$ cat src/rtl/tpu_pkg.sv
// Shared constants and the transfer FSM state type, used by the operand
// feeder and the future result drain of the tpumac systolic array.
package tpu_pkg;

    localparam int BITS_AB_DEF = 8;
    localparam int DIM_DEF     = 8;

    typedef enum logic [1:0] {
        IDLE   = 2'd0,
        STREAM = 2'd1,
        DRAIN  = 2'd2,
        DONE   = 2'd3
    } xfer_state_e;

endpackage

$ cat src/rtl/systolic_skew_feeder_skew_lane.sv
// One skew lane: an enable-gated shift chain of DEPTH stages.
// The chain only moves on advance cycles, so a stall freezes the lane.
module skew_lane #(
    parameter int W     = 8,
    parameter int DEPTH = 1
) (
    input  logic         clk,
    input  logic         rst_n,
    input  logic         en,
    input  logic [W-1:0] din,
    output logic [W-1:0] dout
);

    logic [W-1:0] stage_q [DEPTH];

    always_ff @(posedge clk or negedge rst_n) begin
        if (!rst_n) begin
            for (int k = 0; k < DEPTH; k++) stage_q[k] <= '0;
        end else if (en) begin
            stage_q[0] <= din;
            for (int k = 1; k < DEPTH; k++) stage_q[k] <= stage_q[k-1];
        end
    end

    assign dout = stage_q[DEPTH-1];

endmodule

$ cat src/rtl/systolic_skew_feeder.sv
// Operand feeder that re-times DIM-lane vectors into a diagonal wavefront.
// Optional stall counter output is enabled by defining FEEDER_STALL_CNT_EN.
module systolic_skew_feeder
    import tpu_pkg::*;
#(
    parameter int BITS_AB = BITS_AB_DEF,
    parameter int DIM     = DIM_DEF,
    parameter int LEN_W   = 16
) (
    input  logic                   clk,
    input  logic                   rst_n,
    input  logic                   start,
    input  logic [LEN_W-1:0]       len,
    input  logic                   in_valid,
    output logic                   in_ready,
    input  logic [DIM*BITS_AB-1:0] in_data,
    output logic [DIM*BITS_AB-1:0] out_data,
    output logic                   out_en,
    output logic                   busy,
    output logic                   done
`ifdef FEEDER_STALL_CNT_EN
    ,
    output logic [15:0]            stall_cycles
`endif
);

    localparam int DW = (DIM > 2) ? $clog2(DIM) : 1;

    xfer_state_e            state_q, state_d;
    logic [LEN_W-1:0]       len_q, len_d;
    logic [LEN_W-1:0]       accCnt_q, accCnt_d;
    logic [DW-1:0]          drainCnt_q, drainCnt_d;
    logic                   outEn_q, done_q;
    logic                   advance;
    logic [DIM*BITS_AB-1:0] laneIn;

    always_ff @(posedge clk or negedge rst_n) begin
        if (!rst_n) begin
            state_q    <= IDLE;
            len_q      <= '0;
            accCnt_q   <= '0;
            drainCnt_q <= '0;
            outEn_q    <= 1'b0;
            done_q     <= 1'b0;
        end else begin
            state_q    <= state_d;
            len_q      <= len_d;
            accCnt_q   <= accCnt_d;
            drainCnt_q <= drainCnt_d;
            outEn_q    <= advance;
            done_q     <= (state_q == DONE);
        end
    end

    // Drain feeds zeros so the last vector walks out of the deepest lane.
    always_comb begin
        state_d    = state_q;
        len_d      = len_q;
        accCnt_d   = accCnt_q;
        drainCnt_d = drainCnt_q;
        advance    = 1'b0;
        laneIn     = '0;
        case (state_q)
            IDLE: begin
                if (start) begin
                    len_d      = len;
                    accCnt_d   = '0;
                    drainCnt_d = '0;
                    state_d    = (len == '0) ? DONE : STREAM;
                end
            end
            STREAM: begin
                if (in_valid) begin
                    advance  = 1'b1;
                    laneIn   = in_data;
                    accCnt_d = accCnt_q + 1'b1;
                    if (accCnt_q == len_q - 1'b1) state_d = (DIM > 1) ? DRAIN : DONE;
                end
            end
            DRAIN: begin
                advance    = 1'b1;
                drainCnt_d = drainCnt_q + 1'b1;
                if (drainCnt_q == DW'(DIM - 2)) state_d = DONE;
            end
            DONE: state_d = IDLE;
            default: state_d = IDLE;
        endcase
    end

    for (genvar i = 0; i < DIM; i++) begin : gLane
        skew_lane #(
            .W     (BITS_AB),
            .DEPTH (i + 1)
        ) uLane (
            .clk   (clk),
            .rst_n (rst_n),
            .en    (advance),
            .din   (laneIn[i*BITS_AB +: BITS_AB]),
            .dout  (out_data[i*BITS_AB +: BITS_AB])
        );
    end

    assign in_ready = (state_q == STREAM);
    assign busy     = (state_q != IDLE);
    assign out_en   = outEn_q;
    assign done     = done_q;

`ifdef FEEDER_STALL_CNT_EN
    logic [15:0] stall_q;

    always_ff @(posedge clk or negedge rst_n) begin
        if (!rst_n) begin
            stall_q <= '0;
        end else if (state_q == IDLE && start) begin
            stall_q <= '0;
        end else if (state_q == STREAM && !in_valid && stall_q != 16'hFFFF) begin
            stall_q <= stall_q + 16'd1;
        end
    end

    assign stall_cycles = stall_q;
`endif

endmodule

$ cat config.mk
export PLATFORM = sky130hd
export DESIGN_NAME = systolic_skew_feeder
export DESIGN_NICKNAME = d
export VERILOG_FILES = /design/src/rtl/tpu_pkg.sv /design/src/rtl/systolic_skew_feeder_skew_lane.sv /design/src/rtl/systolic_skew_feeder.sv
export SDC_FILE = /design/constraint.sdc
export NUM_CORES = 1
export LEC_CHECK = 0
export ABC_CLOCK_PERIOD_IN_PS = 3800
export CORE_ASPECT_RATIO = 0.9
export CORE_MARGIN = 4
export CORE_UTILIZATION = 40
export CTS_CLUSTER_SIZE = 25
export DETAILED_ROUTE_END_ITERATION = 12
export DONT_BUFFER_PORTS = 1
export PLACE_DENSITY_LB_ADDON = 0.25
export SLEW_MARGIN = 5
export SYNTH_ARGS = -nofsm -noshare
export SYNTH_HDL_FRONTEND = slang
export SYNTH_HIERARCHICAL = 1
export SYNTH_SLANG_ARGS = --single-unit
$ cat constraint.sdc
create_clock -name clk -period 3.8 [get_ports clk]
set_clock_uncertainty 0.15 [all_clocks]
set_input_delay 0.38 -clock clk [delete_from_list [all_inputs] [get_ports clk]]
set_output_delay 0.38 -clock clk [all_outputs]
set_load 0.01 [all_outputs]
==> results by group <==
Drt
  – Final WL: 27000 um
  – DRT antenna net count: 0
  – DRC viols: 0
  – DR iter-0 viols: 454
  – Drt pass-1 iters: 4
  – Routed len/inst: 17.9 um
  – Routed vias: 7484
  – Via density: 4.96

Job
  – Total of max-cap violations: 0

Clock tree
  – # H-tree levels: 2
  – Cts bufs inserted: 37
  – CTS resizes: 0
  – Clock buffer depth: 3
  – CTS tree: built
  – Post-CTS Setup Inserts: 0
  – Clock transition at the registers of the reported paths: 60 ps
  – Worst-Skew Late Latency: 520 ps
  – Post-CTS Hold Buffers: 76
  – CTS Root Cell: clkbuf_16
  – Clock sinks: 327

Floorplanning
  – Die area: 0.0404 mm^2
  – Row cnt: 66
  – Die W: 211 um
  – Die Ht: 191 um
  – I/O pins: 152
  – Core Area: 0.0364 mm^2
  – Starting Density: 40.9%

Synthesis
  – Synthesized area per cell: 15.0 um^2
  – Synthesized net count: 1086
  – Ys flop type: dfrtp_1
  – Synth Area in Compound Gates: 1.79%
  – Asr flop ratio synth: 100%
  – Synth warnings: 6
  – Mux share of post-synthesis cell area: 27.9%
  – Mapped cell area: 0.0149 mm^2
  – Mapped Cells: 994
  – Synth unique cells: 45
  – Adder-cell share of the synthesized area: 0.672%
  – Largest family of logic cells by synthesized area: multiplexers
  – Seq/Total Area, Yosys: 54.9%
  – Flops & latches, synth: 327
  – Simple logic cell fraction of the synthesized area: 6.21%
  – XOR/XNOR Fraction of Synth Area: 1.65%
  – Post-synth EDFFs: 0

STA
  – Setup Viol. Count Final: 0
  – Pin slew with the least headroom to its limit: 1130 ps
  – Final number of hold-violating endpoints: 327
  – Unrepaired setup endpoints after global routing: false
  – Max_slew headroom: 24.7%
  – Crit path time final: 3060 ps
  – WHS: -596 ps
  – Final slew viol count: 0
  – Max Fclk: 327 MHz
  – Post-Route Setup TNS: 0 ps
  – Period utilisation layout: 80.6%

Layout
  – Area grow syn2layout: 11.7%
  – Post-Layout Inst Area: 0.0166 mm^2
  – Post-route insts no fill: 1510
  – Layout cells sized above 1: 37.0%
  – Most frequent cells in the layout: 327 x dfrtp_1, 188 x mux2_4, 116 x mux2_2
  – Final nets: 1103
  – Commonest non-fill, non-tap cell in the layout: dfrtp_1
  – N_diodes: 0

Global route
  – Global-route wire length before repair: 44500 um
  – Vias in the first global route: 8097
  – Total grt overflow: 0
  – Largest net degree at the start of global routing: 328
  – Initial antenna violation count: 2
  – Gr usage total: 13.6%

Setup path
  – Slowest cell delay on critical path: 650 ps
  – Crit path DAT: 3350 ps
  – Buf+Inv Stages, Crit Path: 1
  – CP endpoint kind: flop
  – Startpoint types: flop
  – Critical path required time: 4090 ps
  – CP max FO: 36
  – Cells along the critical path: inv_1, ha_2, mux2i_1, nor3_1, nand2_1, or2_2, or3_1, a21oi_1
  – CP Class: reg2reg
  – Slowest CP cell: ha_2
  – Crit-path leading delay family: simple AND/OR/NAND/NOR gates

Power
  – Worst IR drop on VDD: 0.396 mV
  – Leak pwr: 8.04 nW
  – PwrDens: 800 mW/mm^2

Placed design
  – DP Cell Count: 1372
  – Gpl congestion: 0.737
  – Placed Area: 0.0147 mm^2
  – DPL Wire Length: 15500 um
  – IO Port Bufs: 0

Status
  – Outcome: finished, violations left
  – Failing checks: negative hold slack

Min path
  – Hold WC Path Type: in2async
==> synthesized netlist by cell type (all sizes together) (4+ instances only) <==
| cell | number | area (um^2) |
|---|---|---|
| dfrtp | 327 | 8180 |
| mux2 | 304 | 4130 |
| buf | 92 | 898 |
| and3 | 68 | 425 |
| nor2 | 21 | 78.8 |
| clkbuf | 20 | 75.1 |
| o21ai | 15 | 75.1 |
| xnor2 | 15 | 131 |
| xor2 | 13 | 114 |
| inv | 12 | 45.0 |
| nand2 | 11 | 41.3 |
| a21oi | 10 | 50.1 |
| nand3 | 10 | 55.1 |
| nor4 | 10 | 77.6 |
| ha | 8 | 100 |
| nand4 | 8 | 50.1 |
| nor3 | 8 | 40.0 |
| nor2b | 6 | 37.5 |
| or3 | 5 | 31.3 |
| nand2b | 4 | 25.0 |
==> cell type report <==
type / instances / area, um^2
clock inverters: 9 / 51.3
inverters: 12 / 45.0
clock buffers: 53 / 1110
multi-input cells: 543 / 5710
flip-flops and latches: 327 / 8180
well taps: 476 / 596
fillers: 3188 / 19800
repair buffers: 90 / 951
==> sequential cells by signal, indices dropped and copies added (netlist names) <==
register and cells:
accCnt_q 16, out_en 1, len_q 16, state_q 2, gLane.uLane/dout 64, drainCnt_q 3, done 1, gLane.uLane/stage_q 224
==> layer usage <==
layer	share of wire (%)	vias up	global-route usage [%]	routed length, um
li1	-	3484	-	-
met1	48	3798	19.3	12900
met2	44	150	20.2	11900
met3	5.8	50	3.91	1570
met4	2.4	2	3.94	641
met5	0.044	-	0	12
==> logic make-up (layout without fill, tap and decap cells) <==
group                      Yosys count  after routing
buffers and inverters              124            164
xor gates and xnor gates            28             28
AOI/OAI and AO/OA                   42             42
DFF                                327            327
and+or+nand+nor                    158            158
adders and majority gates            8              8
muxes                              307            307
==> metrics by stage <==
step	worst slack (ps)	hold slack (ps)	total power, mW	util (%)
6_report	738	-596	13.3	45.7
4_1_cts	688	-626	13.5	45.7
5_1_grt	495	-629	14.1	45.7
3_5_place_dp	718	-57.6	9.94	40.4
2_1_floorplan	915	-65.6	9.74	-
3_3_place_gp	791	-57.7	9.84	40.4
==> power breakdown <==
| part | leakage (nW) | internal [mW] | switching, mW | total [mW] |
|---|---|---|---|---|
| Sequential | 4.39 | 4.64 | 0.886 | 5.52 |
| Combinational | 3.08 | 2.65 | 1.75 | 4.40 |
| Clock | 0.577 | 2.02 | 1.37 | 3.39 |
==> worst paths after layout <==
path                            cells past startpoint                                      to  slack, ps                                    from
worst min register to register                      1  gLane[7].uLane/stage_q[49]$_DFFE_PN0P_        350  gLane[7].uLane/stage_q[57]$_DFFE_PN0P_
worst min-delay path                                0  gLane[7].uLane/stage_q[14]$_DFFE_PN0P_       -600                                   rst_n
max in group asynchronous                           0  gLane[2].uLane/stage_q[17]$_DFFE_PN0P_       3170                                   rst_n
min in group clk                                    2  gLane[4].uLane/stage_q[39]$_DFFE_PN0P_         20                             in_data[39]
worst max register to register                      8                accCnt_q[10]$_DFFE_PN0P_        740                  state_q[1]$_DFFE_PN0P_
worst max-delay path                                8                accCnt_q[10]$_DFFE_PN0P_        740                  state_q[1]$_DFFE_PN0P_
Power figures use the tool's default switching activity.
